[config.mk]
export PLATFORM = sky130hd
export DESIGN_NAME = match_window_counter
export DESIGN_NICKNAME = d
export VERILOG_FILES = /design/src/rtl/match_pkg.sv /design/src/rtl/match_window_counter_sat_counter.sv /design/src/rtl/match_window_counter.sv
export SDC_FILE = /design/constraint.sdc
export NUM_CORES = 1
export LEC_CHECK = 0
export ABC_AREA = 1
export ABC_CLOCK_PERIOD_IN_PS = 2300
export CORE_ASPECT_RATIO = 1.5
export CORE_MARGIN = 1
export CORE_UTILIZATION = 65
export DETAILED_ROUTE_END_ITERATION = 10
export DONT_BUFFER_PORTS = 1
export GPL_TIMING_DRIVEN = 1
export PLACE_DENSITY = 0.81
export SETUP_SLACK_MARGIN = 0.4
export SLEW_MARGIN = 10
export SYNTH_ARGS = -nofsm -noshare
export SYNTH_HDL_FRONTEND = slang
export SYNTH_SLANG_ARGS = --single-unit
[constraint.sdc]
create_clock -name ck -period 2.3 [get_ports ck]
set_clock_uncertainty 0.15 [all_clocks]
set_input_delay 0.23 -clock ck [delete_from_list [all_inputs] [get_ports ck]]
set_output_delay 0.23 -clock ck [all_outputs]
set_load 0.01 [all_outputs]
[src/rtl/match_pkg.sv]
// Shared types and default sizing for the match window counter.
// FSM encodings are fixed so they stay stable across builds.
package match_pkg;

  typedef enum logic [1:0] {
    IDLE   = 2'b00,
    COUNT  = 2'b01,
    REPORT = 2'b10
  } state_e;

  localparam int DEF_WIN_LEN = 16;
  localparam int DEF_CNT_W   = 8;
  localparam int DEF_THRESH  = 4;

endpackage

[src/rtl/match_window_counter_sat_counter.sv]
// Saturating up-counter: clr has priority over inc; holds at all-ones instead of wrapping.
// One cycle from inc to value; synchronous active-high reset.
module sat_counter
  import match_pkg::*;
#(
  parameter int CNT_W = DEF_CNT_W
) (
  input  logic             ck,
  input  logic             rst,
  input  logic             clr,
  input  logic             inc,
  output logic [CNT_W-1:0] value
);

  logic [CNT_W-1:0] value_q;
  logic [CNT_W-1:0] value_d;

  always_comb begin
    value_d = value_q;
    if (clr) begin
      value_d = '0;
    end else if (inc && (value_q != {CNT_W{1'b1}})) begin
      value_d = value_q + 1'b1;
    end
  end

  always_ff @(posedge ck) begin
    if (rst) begin
      value_q <= '0;
    end else begin
      value_q <= value_d;
    end
  end

  assign value = value_q;

endmodule

[src/rtl/match_window_counter.sv]
// Counts match flags over WIN_LEN-sample windows and reports the total with a one-cycle strobe.
// Optional sticky threshold alarm is built only when MATCH_WINDOW_ALARM_EN is defined.
module match_window_counter
  import match_pkg::*;
#(
  parameter int WIN_LEN = DEF_WIN_LEN,
  parameter int CNT_W   = DEF_CNT_W,
  parameter int THRESH  = DEF_THRESH
) (
  input  logic             ck,
  input  logic             rst,
  input  logic             start,
  input  logic             match,
  output logic             busy,
  output logic [CNT_W-1:0] count,
  output logic             cnt_valid,
  output logic             alarm
);

  localparam logic [7:0] WIN_LAST = 8'(WIN_LEN - 1);

  state_e           state_q;
  state_e           state_d;
  logic [7:0]       win_q;
  logic [7:0]       win_d;
  logic [CNT_W-1:0] count_q;
  logic [CNT_W-1:0] count_d;
  logic             acc_clr;
  logic             acc_inc;
  logic [CNT_W-1:0] acc;

  sat_counter #(
    .CNT_W(CNT_W)
  ) u_acc (
    .ck   (ck),
    .rst  (rst),
    .clr  (acc_clr),
    .inc  (acc_inc),
    .value(acc)
  );

  always_comb begin
    state_d = state_q;
    win_d   = win_q;
    count_d = count_q;
    acc_clr = 1'b0;
    acc_inc = 1'b0;
    case (state_q)
      IDLE: begin
        if (start) begin
          state_d = COUNT;
          win_d   = '0;
          acc_clr = 1'b1;
        end
      end
      COUNT: begin
        acc_inc = match;
        win_d   = win_q + 8'd1;
        if (win_q == WIN_LAST) begin
          state_d = REPORT;
        end
      end
      REPORT: begin
        // acc already holds the final sample taken on the edge into REPORT
        count_d = acc;
        if (start) begin
          state_d = COUNT;
          win_d   = '0;
          acc_clr = 1'b1;
        end else begin
          state_d = IDLE;
        end
      end
      default: state_d = IDLE;
    endcase
  end

  always_ff @(posedge ck) begin
    if (rst) begin
      state_q <= IDLE;
      win_q   <= '0;
      count_q <= '0;
    end else begin
      state_q <= state_d;
      win_q   <= win_d;
      count_q <= count_d;
    end
  end

  assign busy      = (state_q == COUNT);
  assign cnt_valid = (state_q == REPORT);
  assign count     = cnt_valid ? acc : count_q;

`ifdef MATCH_WINDOW_ALARM_EN
  logic alarm_q;
  logic alarm_d;
  logic thresh_hit;
  logic start_acc;

  assign start_acc  = start && (state_q != COUNT);
  assign thresh_hit = (state_q == REPORT) && (int'(acc) >= THRESH);

  always_comb begin
    alarm_d = alarm_q | thresh_hit;
    if (start_acc) begin
      alarm_d = 1'b0;
    end
  end

  always_ff @(posedge ck) begin
    if (rst) begin
      alarm_q <= 1'b0;
    end else begin
      alarm_q <= alarm_d;
    end
  end

  assign alarm = alarm_q | thresh_hit;
`else
  // threshold only matters when the alarm is built in
  localparam int thresh_unused = THRESH;
  assign alarm = 1'b0;
`endif

endmodule

==> results.md, run 1 <==
* Post-synth EDFFs at 0
* Share of flip-flops with an asynchronous set or reset at 0
* Core area at about 0.0019 mm²
* DR vias at between 1,000 and 1,500
* Mapped Area at 0.001285 mm²
* Crit share post-route at 0.7986
* # Post-CTS Setup Buffers at 0
* Slew Viols, Final at 0
* Site row count at 19
* Fill cells at ~150
* Synth Net Count at 188
* Hold Violations, Final at 0
* Lkg Pwr at between 0.0006 and 0.0007 µW
* Syn. warnings at 0
* Worst setup margin at between 0.4 and 0.5 ns
* H-Tree Depth at 1
* TritonCTS clock tree: built
* MaxCap Viol Count at 0
* Data required time of the critical path at roughly 1.9 ns
* Drt total wl at 2315 µm
* Place WS at 0.8025 ns
* HP Class: input pin to register
* Main synth FF type: dfxtp_1
* WS Path Type: register to output port
* # IOs at 15
* Initial antenna violation count at 0
* Fmax at around 540 MHz
* DRT antenna net count at 0
* Syn Area/Cell at between 7 and 8 µm²
* FF+latch count, synth at 26
* Nets at ~190
* CP endpoint kind: output port
* DR WL/cell at 11.13 µm
* N_diodes at 0
* Status: completed
* Design Power at a little over 800 µW
* DIE WIDTH at 38.31 µm
* Starting Density at 0.6930
* First-pass GRT wire length at between 3000 and 4000 µm
* DRC errors left at 0
* Cells after Synth at approximately 180
* CTS Buffer Depth at 2
* GRT Util Overall at 0.2403
* Via/cell ratio at 5.159
* CP arrival at 1.46 ns
* Synth top area cells: dfxtp_1 (41%), nand2_1 (11%), inv_1 (7.9%), nor2_1 (7.3%), a21oi_1 (4.3%)
* Root buffer cell: clkbuf_4
* Cell taking the most area after synthesis: dfxtp_1
* Worst-path clk slew at 0.14 ns
* Fin Setup TNS at 0 ns
* Vias in the first global route at about 1,000
* Clock sinks at 26
* Routability Congestion at a little under 0.8
* 1st-iter DRT viols at 14
* Drt pass-1 iters at 4
* Critical Path Source Type: register
* Yosys cell types at 25
* Die ar. at roughly 0.0022 mm²
* Crit path time final at about 1.8 ns
* Register area share after synthesis at 0.4051
* Cts bufs inserted at 3
* RSZ-0062 raised after global routing: yes
* Crit Path Max Fanout at 8
* Commonest cells in the netlist: nand2_1 (37), inv_1 (27), dfxtp_1 (26)
* Yosys top cell area share at 0.4051
* Largest net degree at the start of global routing at 16
* Final Setup Violations at 0
* Peak VDD IR at 411.9 µV
* Skew-Pair Late Insertion Delay at around 0.31 ns
* Area growth syn-to-layout at 7.303%
* Most numerous cell in the Yosys netlist: nand2_1
* DP Wirelength at between 1500 and 2000 µm
* Layout cell share with drive strength beyond 1 at 0.1390
* P per Cell Area at around 600 mW/mm²
* Count of input and output buffers at 0
* Die height at between 50 and 60 µm
* Residual overflow from global routing at 0
critical path, cell delays in order, from the launching register on:
cell     delay (ns)
dfxtp_1        0.33
inv_1          0.11
nor2_4         0.19
inv_1          0.15
o21ai_0        0.24
inv_1          0.12
layout make-up:
class	count	area, µm²	share of cell area
clock buffers	3	22.52	0.01633
clock inverters	1	30.03	0.02178
inverters	29	112.6	0.08167
multi-input cells	126	645.6	0.4682
flip-flops and latches	26	521.8	0.3784
well taps	21	26.28	0.01906
repair buffers	2	20.02	0.01452
logic make-up after synthesis:
kind of cell,Yosys count,synth area share
simple gates,95,0.3583
flops,26,0.4051
xor+xnor,3,0.02045
buf+inv,31,0.09737
compound gates,24,0.09640
fa+ha+maj,2,0.01947
other cells,1,0.002918
registers in the layout, summed over array words and instances, names as in the netlist:
signal       flops
count_q          8
state_q          2
u_acc.value      8
win_q            8
metrics by stage:
stage	cells	hold slack [ns]	instance area, µm²	utilization
CTS	207	0.01713	1371	0.7395
global placement	201	0.1536	1299	0.7004
detailed placement	201	0.1556	1299	0.7004
finish	208	0.02555	1379	0.7436
global route	208	0.01666	1379	0.7436
floorplan	182	0.2843	1285	-
layer usage:
layer / global-route usage / part of all wire
met1: 0.2653 / 0.43
met2: 0.4286 / 0.54
met3: 0.02767 / 0.018
met4: 0.1071 / 0.013
met5: 0 / 0
cells in the final DEF (no fill, tap or decap):
master	n
conb_1	1
nor2_8	1
nand2_4	2
inv_4	1
or2_2	8
nand3_1	8
ha_1	2
a22oi_1	1
dlygate4sd3_1	2
clkbuf_4	3
nand2_2	5
bufinv_16	1
clkinv_2	1
nor2_1	25
nor2_4	2
nor2_2	1
dfxtp_2	1
o21ai_1	2
a21oi_1	11
nand4_1	4
o21ai_0	9
a31oi_1	1
and3_1	1
nor3_1	2
nand2_1	37
dfxtp_1	25
xor2_1	3
inv_1	27
power by group:
group / switching [µW] / internal (µW) / total, µW
combinational: 37.8 / 15.0 / 52.8
clock: 130 / 176 / 306
sequential: 7.51 / 456 / 464
final timing paths:
kind              slack, ns              to           start  cells after the start
setup / recovery       0.46        count[5]      state_q[1]                      5
hold / removal         0.03        win_q[7]             rst                      3
setup reg to reg       0.80  u_acc.value[1]  u_acc.value[1]                      8
hold reg to reg        0.33        win_q[4]        win_q[4]                      2
repair_timing:
| item | CTS | global route |
|---|---|---|
| hold buffers | 2 | 0 |
| resized for setup | 0 | 2 |
| endpoints found under the setup margin | 0 | 8 |
| hold endpoints to repair | 10 | 0 |
No activity file was read; power rests on OpenSTA's default activity.
==> run 2, diff against run 1 <==
--- a/config.mk
+++ b/config.mk
@@ -5,15 +5,15 @@
 export SDC_FILE = /design/constraint.sdc
 export NUM_CORES = 1
 export LEC_CHECK = 0
-export ABC_AREA = 1
-export ABC_CLOCK_PERIOD_IN_PS = 2300
+export ABC_AREA = 0
+export ABC_CLOCK_PERIOD_IN_PS = 1500
 export CORE_ASPECT_RATIO = 1.5
 export CORE_MARGIN = 1
-export CORE_UTILIZATION = 65
+export CORE_UTILIZATION = 54
 export DETAILED_ROUTE_END_ITERATION = 10
 export DONT_BUFFER_PORTS = 1
 export GPL_TIMING_DRIVEN = 1
-export PLACE_DENSITY = 0.81
+export PLACE_DENSITY = 0.72
 export SETUP_SLACK_MARGIN = 0.4
 export SLEW_MARGIN = 10
 export SYNTH_ARGS = -nofsm -noshare
==> constraint.sdc (replaced) <==
create_clock -name ck -period 1.5 [get_ports ck]
set_clock_uncertainty 0.15 [all_clocks]
set_input_delay 0.15 -clock ck [delete_from_list [all_inputs] [get_ports ck]]
set_output_delay 0.15 -clock ck [all_outputs]
set_load 0.01 [all_outputs]
==> run 2 against run 1 <==
The flow now finishes with violations (negative setup slack). Worst hold slack gained 0.19 ns. Register-to-register slack lost 0.86 ns. Non-clock buffer count grew 18. Final cell count shrank 19%. Global-route usage grew 2.7 points.
==> results.md, run 2 <==
* Critical Path Source Type: register
* Root buffer cell: clkbuf_4
* GRT Util Overall at 0.2677 (+0.02745)
* Cts bufs inserted at 3 (unchanged)
* Hold Violations, Final at 0 (unchanged)
* Post-synth EDFFs at 0 (unchanged)
* MaxCap Viol Count at 0 (unchanged)
* CP arrival at 1.30 ns (-0.16 ns)
* Die ar. at 0.002433 mm² (+13%)
* Gate power share at 0.135 (+0.071)
* Power share of the clock group at 0.269 (-0.103)
* Psw at 298.8 µW (+70%)
* Vias in the first global route at 973 (-3.0%)
* Initial antenna violation count at 0 (unchanged)
* P per Cell Area at 698.3 mW/mm² (+17%)
* Peak VDD IR at 412.1 µV (about the same)
* Crit Path Max Fanout at 10 (+2)
* Drt pass-1 iters at 4 (unchanged)
* Crit path time final at around 1.6 ns
* Share of flip-flops with an asynchronous set or reset at 0 (unchanged)
* Sequential Power Share at 0.597 (+0.033)
* RSZ-0062 raised after global routing: yes
* H-Tree Depth at 1 (unchanged)
* WS Path Type: register to output port
* Yosys cell types at 37 (+48%)
* Cells after Synth at 127 (-30%)
* Met2 usage at 0.4853 (+0.05669)
* Skew-Pair Late Insertion Delay at 0.32 ns (about the same)
* Fmax at ~630 MHz
* Yosys top cell area share at 0.4311 (+0.02602)
* TritonCTS clock tree: built
* Lkg Pwr at 0.0006837 µW (+1.2%)
* First-pass GRT wire length at 4464 µm (+15%)
* Worst path max stage delay at 0.36 ns (+0.03 ns)
* HP Class: input pin to register
* DR vias at 986 (-8.1%)
* Failing checks: negative setup slack
* Core area at 0.002077 mm² (+12%)
* Slew margin rel. at 0.4600
* Data required time of the critical path at 1.20 ns (-0.72 ns)
* Crit-path cells: nand2b_4, buf_12, mux2_4
* Synth top area cells: dfxtp_1 (43%), mux2_1 (6.5%), nor2b_1 (4.7%), xor2_1 (4.4%), nor2_1 (4.0%)
* Layout cell share with drive strength beyond 1 at 0.4658 (+0.3267)
* Count of input and output buffers at 0 (unchanged)
* GR peak layer: met2
* CP max-delay cell: dfxtp_2
* Worst-path clk slew at 0.15 ns (about the same)
* Top Family by Delay on Critical Path: flip-flops
* Buf+Inv Stages, Crit Path at 1 (-2)
* Commonest non-fill, non-tap cell in the layout: dfxtp_1
* Cell internal pwr at 880.8 µW (+36%)
* Design Area, Final at 0.001689 mm² (+23%)
* Site row count at 20 (+1)
* Commonest cells in the netlist: dfxtp_1 (26), nor2_1 (13), nor2b_1 (9)
* Syn Area/Cell at 9.507 µm² (+35%)
* Routability Congestion at 0.6906 (-10%)
* Clock sinks at 26 (unchanged)
* Area growth syn-to-layout at 39.90%
* Crit share post-route at 1.064
* Status: finished, violations left
* Nets at 153 (-21%)
* 1st-iter DRT viols at 15 (+1)
* Drt total wl at 2957 µm (+28%)
* CTS Buffer Depth at 2 (unchanged)
* Most numerous cell in the Yosys netlist: dfxtp_1
* Slew Viols, Final at 0 (unchanged)
* Syn. warnings at 0 (unchanged)
* Worst setup margin at -0.09586 ns (-0.5590 ns)
* Met1 usage at 0.2958 (+0.03047)
* Most frequent cells in the layout: dfxtp_1 (17), nor2_1 (13), buf_6 (11)
* Met3 capacity usage during global routing at 0.05576 (+0.02809)
* Least-Margin Pin Slew at 0.8100 ns
* Final Setup Violations at 13 (+13)
* WHS at 0.2117 ns (+0.1862 ns)
* Main synth FF type: dfxtp_1
* Via/cell ratio at 5.869 (+14%)
* Cell taking the most area after synthesis: dfxtp_1
* Placed cell areas at 0.001368 mm² (+5.3%)
* DRT antenna net count at 0 (unchanged)
* Starting Density at 0.5813 (-0.1117)
* Synth Net Count at 133 (-29%)
* Mapped Area at 0.001207 mm² (-6.0%)
* DIE WIDTH at 40.61 µm (+6.0%)
* CP endpoint kind: output port
* DRC errors left at 0 (unchanged)
* Register area share after synthesis at 0.4311 (+0.02602)
* Die height at 59.91 µm (+6.1%)
* Place WS at 0.06813 ns (-0.7344 ns)
* DP Wirelength at 1667 µm (-4.1%)
* # IOs at 15 (unchanged)
* FF+latch count, synth at 26 (unchanged)
* Fill cells at 132 (-14%)
* Sw Ratio at 0.2533 (+0.04017)
* Residual overflow from global routing at 0 (unchanged)
* N_diodes at 0 (unchanged)
* Largest net degree at the start of global routing at 19 (+3)
* DR WL/cell at 17.60 µm (+58%)
[run 2: cell types whose count changed after synthesis, moves of 3 or more]
cell      change
nand2_1      -33
inv_1        -23
nor2_1       -12
o21ai_0      -10
nor2b_1       +9
or2_2         -8
mux2_1        +7
nand2_2       -5
nand2b_1      +5
nand3_1       -5
a21oi_1       -4
o211ai_1      +4
xnor2_1       +4
xor2_1        +3
[run 2: cell families after synthesis]
kind of cell,synth area share
flops,0.4311
simple gates,0.2394
buf+inv,0.04249
mux,0.08290
xor+xnor,0.07254
fa+ha+maj,0.02072
other cells,0.003106
compound gates,0.1078
[run 2: per-layer routing]
metal | vias to the layer above | wire length (µm)
met5 | - | 0
met4 | 0 | 10
met3 | 2 | 97
met2 | 19 | 1627
met1 | 487 | 1222
li1 | 478 | -
[run 2: layout make-up]
class / instances / area (µm²) / share of cell area
inverters: 4 / 17.52 / 0.01037
multi-input cells: 92 / 859.6 / 0.5089
well taps: 22 / 27.53 / 0.01630
clock buffers: 4 / 26.28 / 0.01556
repair buffers: 20 / 219.0 / 0.1296
flip-flops and latches: 26 / 539.3 / 0.3193
[run 2: through the flow]
stage	instances	TNS (ns)	power (µW)	utilization
floorplan	127	0	778.9	-
global placement	147	0	774.9	0.6584
detailed placement	147	0	779.8	0.6584
CTS	164	-0.8196	1154	0.7747
global route	168	-1.761	1222	0.8133
finish	168	-0.7485	1180	0.8133
[run 2: power groups by stage]
stage	Clock (µW)	Sequential, µW	Combinational (µW)
finish	317	704	159
global route	348	705	169
CTS	317	703	133
detailed placement	0	721	59.1
global placement	0	720	55.0
floorplan	0	719	60.0
[run 2: what timing repair did]
item / CTS / global route
pin swaps: 21 / 15
endpoints found under the hold margin: 26 / 0
setup endpoints to repair: 35 / 36
gates cloned: 1 / 0
setup buffers: 10 / 4
hold buffers: 2 / 0
gates resized for setup: 29 / 10
[run 2: path summary, 6_finish.rpt]
| kind | startpoint | end | slack, ns | depth (start not counted) |
|---|---|---|---|---|
| setup / recovery | state_q[0] | count[7] | -0.1 | 3 |
| hold reg to reg | win_q[7] | win_q[7] | 0.39 | 2 |
| hold / removal | match | u_acc.value[4] | 0.21 | 4 |
| setup reg to reg | state_q[0] | win_q[6] | -0.06 | 7 |
[run 2: worst register-to-register path, cell delays in order (launching register included)]
cell	delay (ns)
dfxtp_2	0.36
buf_4	0.13
buf_6	0.11
buf_8	0.12
nand2b_4	0.19
a211oi_2	0.23
xnor2_1	0.14
nor2_1	0.05
==> run 3, diff against run 2 <==
--- a/config.mk
+++ b/config.mk
@@ -8,7 +8,7 @@
 export ABC_AREA = 0
 export ABC_CLOCK_PERIOD_IN_PS = 1500
 export CORE_ASPECT_RATIO = 1.5
-export CORE_MARGIN = 1
+export CORE_MARGIN = 8
 export CORE_UTILIZATION = 54
 export DETAILED_ROUTE_END_ITERATION = 10
 export DONT_BUFFER_PORTS = 1
==> run 3 against run 2 <==
Global-route usage down 12 points. The run still ends with negative setup slack left. Critical path type unchanged. Core utilization decreased by 2.2 points. Combinational power shrank 9%. Worst hold slack got worse by 0.040 ns. Worst setup slack improved by 0.0011 ns. Cell area up 2.2%. Flip-flop and latch count unchanged. Power increased by 2.7%. Critical endpoint unchanged. Sequential share of layout area down 0.19 points.
==> results.md, run 3 (synthesis gave the netlist of run 2 again) <==
* Die height at 73.91 µm (+23%)
* N_diodes at 0 (unchanged)
* DR WL/cell at 16.01 µm (-9.1%)
* Worst path max stage delay at 0.35 ns (about the same)
* DP Wirelength at 1619 µm (-2.9%)
* Worst r2r src: state_q[1]
* Core area at 0.002181 mm² (+5.0%)
* Via/cell ratio at 5.720 (-2.5%)
* Wl on met1 at 1059 µm (-13%)
* First-pass GRT wire length at 4540 µm (+1.7%)
* Hold Crit Depth at 3 (-1)
* CP max-delay cell: dfxtp_2
* Crit share post-route at 1.063 (about the same)
* Layout cell share with drive strength beyond 1 at 0.5034 (+0.03769)
* Crit Path Max Fanout at 10 (unchanged)
* Initial antenna violation count at 0 (unchanged)
* Residual overflow from global routing at 0 (unchanged)
* MaxCap Viol Count at 0 (unchanged)
* GRT Util Overall at 0.1491 (-0.1186)
* Lkg Pwr at 0.0006849 µW (+0.18%)
* Slew Viols, Final at 0 (unchanged)
* R2r setup slk at 0.04 ns (+0.10 ns)
* Clock sinks at 26 (unchanged)
* Fill cells at 143 (+8.3%)
* Worst-path clk slew at 0.14 ns (about the same)
* WHS Endpoint: u_acc.value[6]
* 1st-iter DRT viols at 7 (-8)
* Starting Density at 0.5536 (-0.02768)
* Worst reg2reg endpoint: win_q[7]
* DRT antenna net count at 0 (unchanged)
* WS Path Type: register to output port
* Status: finished, violations left
* H-Tree Depth at 1 (unchanged)
* Nets at 152 (-0.65%)
* Skew-Pair Late Insertion Delay at 0.33 ns (about the same)
* Data required time of the critical path at 1.20 ns (about the same)
* HP Class: input pin to register
* CP endpoint kind: output port
* RSZ-0062 raised after global routing: yes
* Met2 WL at 1473 µm (-9.5%)
* DR vias at 961 (-2.5%)
* Commonest non-fill, non-tap cell in the layout: dfxtp_1
* Die ar. at 0.004036 mm² (+66%)
* Post-layout util at 0.7917 (-0.02151)
* Least-Margin Pin Slew at 0.7720 ns (-0.03795 ns)
* Routability Congestion at 0.7689 (+11%)
* Peak VDD IR at 735.5 µV (+78%)
* Hold Crit Start: match
* Cts bufs inserted at 3 (unchanged)
* Largest net degree at the start of global routing at 19 (unchanged)
* P per Cell Area at 701.8 mW/mm² (+0.49%)
* WL met3 at 112 µm (+15%)
* Drt pass-1 iters at 3 (-1)
* Failing checks: negative setup slack
* Multi-input gate area in the final layout at 893.4 µm² (+3.9%)
* Slew margin rel. at 0.4853 (+0.02530)
* Top Layer Used: met4
* CTS Buffer Depth at 2 (unchanged)
* Hold Violations, Final at 0 (unchanged)
* Worst setup margin at -0.09474 ns (+0.001119 ns)
* Count of input and output buffers at 0 (unchanged)
* Placed Cells at 148 (+0.68%)
* Fmax at 627.1 MHz (about the same)
* DIE WIDTH at 54.61 µm (+34%)
* Seq. cell area at 548.0 µm² (+1.6%)
* DRC errors left at 0 (unchanged)
* Most frequent cells in the layout: dfxtp_1 (14), nor2_1 (13), mux2_4 (8), buf_4 (8)
* Drt total wl at 2689 µm (-9.1%)
* Root buffer cell: clkbuf_4
* Crit-path cells: nand2b_4, buf_12, mux2_4
* Critical Path Source Type: register
* Crit path time final at 1.595 ns (-0.001119 ns)
* Area growth syn-to-layout at 43.01%
* Worst reg2reg path depth at 4 (-3)
* Non-filler instance count after layout at 168 (unchanged)
* # IOs at 15 (unchanged)
* Vias in the first global route at 1,005 (+3.3%)
* TritonCTS clock tree: built
* Final Setup Violations at 8 (-5)
* CP arrival at 1.29 ns (about the same)
* Site row count at 21 (+5.0%)
[run 3: worst max-delay path, delay by kind of cell, from the launching register on]
kind | cells | cell delay (ns)
buffers and inverters | 1 | 0.14
DFF | 1 | 0.35
muxes | 1 | 0.33
and+or+nand+nor | 1 | 0.14
[run 3: cell type report]
type / count / area share
Sequential cell: 26 / 0.3174
Multi-Input combinational cell: 92 / 0.5174
Timing Repair Buffer: 19 / 0.1159
Tap cell: 23 / 0.01667
Inverter: 4 / 0.01159
Clock buffer: 4 / 0.02101
[run 3: metal layers]
metal,global-route usage,vias to the layer above
li1,-,484
met1,0.1501,462
met2,0.2655,11
met3,0.04251,4
met4,0.06593,0
met5,0,-
[run 3: worst max-delay path by stage]
stage | start | to | slack, ns | cells after the start
3_3_place_gp | state_q[1] | u_acc.value[5] | 0.09 | 4
3_5_place_dp | u_acc.value[5] | u_acc.value[3] | 0.07 | 4
4_1_cts | state_q[0] | count[7] | -0.08 | 3
2_1_floorplan | state_q[0] | count_q[3] | 0.20 | 4
6_report | state_q[0] | count[7] | -0.09 | 3
5_1_grt | state_q[0] | count[6] | -0.14 | 4
[run 3: timing repair]
| item | 4_1_cts | 5_1_grt |
|---|---|---|
| hold buffers | 2 | 0 |
| pin swaps | 9 | 11 |
| hold endpoints to repair | 26 | 0 |
| setup endpoints to repair | 35 | 36 |
| cloned | 1 | 0 |
| buffers inserted | 10 | 3 |
| resized for setup | 36 | 13 |
[run 3: stage by stage]
stage          setup slack, ns  instance area (µm²)  hold WS (ns)  power [µW]  TNS, ns
2_1_floorplan           0.2008                 1350       0.07161       778.9        0
3_3_place_gp           0.09083                 1369       0.06637       776.1        0
3_5_place_dp           0.06721                 1369       0.06810       778.3        0
4_1_cts               -0.07949                 1643        0.1810        1186  -0.5555
5_1_grt                -0.1376                 1727        0.1928        1256  -0.9894
6_report              -0.09474                 1727        0.1714        1212  -0.6756
[run 3: report_power, final]
group | internal [µW] | switching, µW | leakage, µW | total [µW]
clock | 149 | 219 | 0.0000210 | 368
sequential | 691 | 8.45 | 0.000217 | 700
combinational | 71.1 | 72.8 | 0.000447 | 144
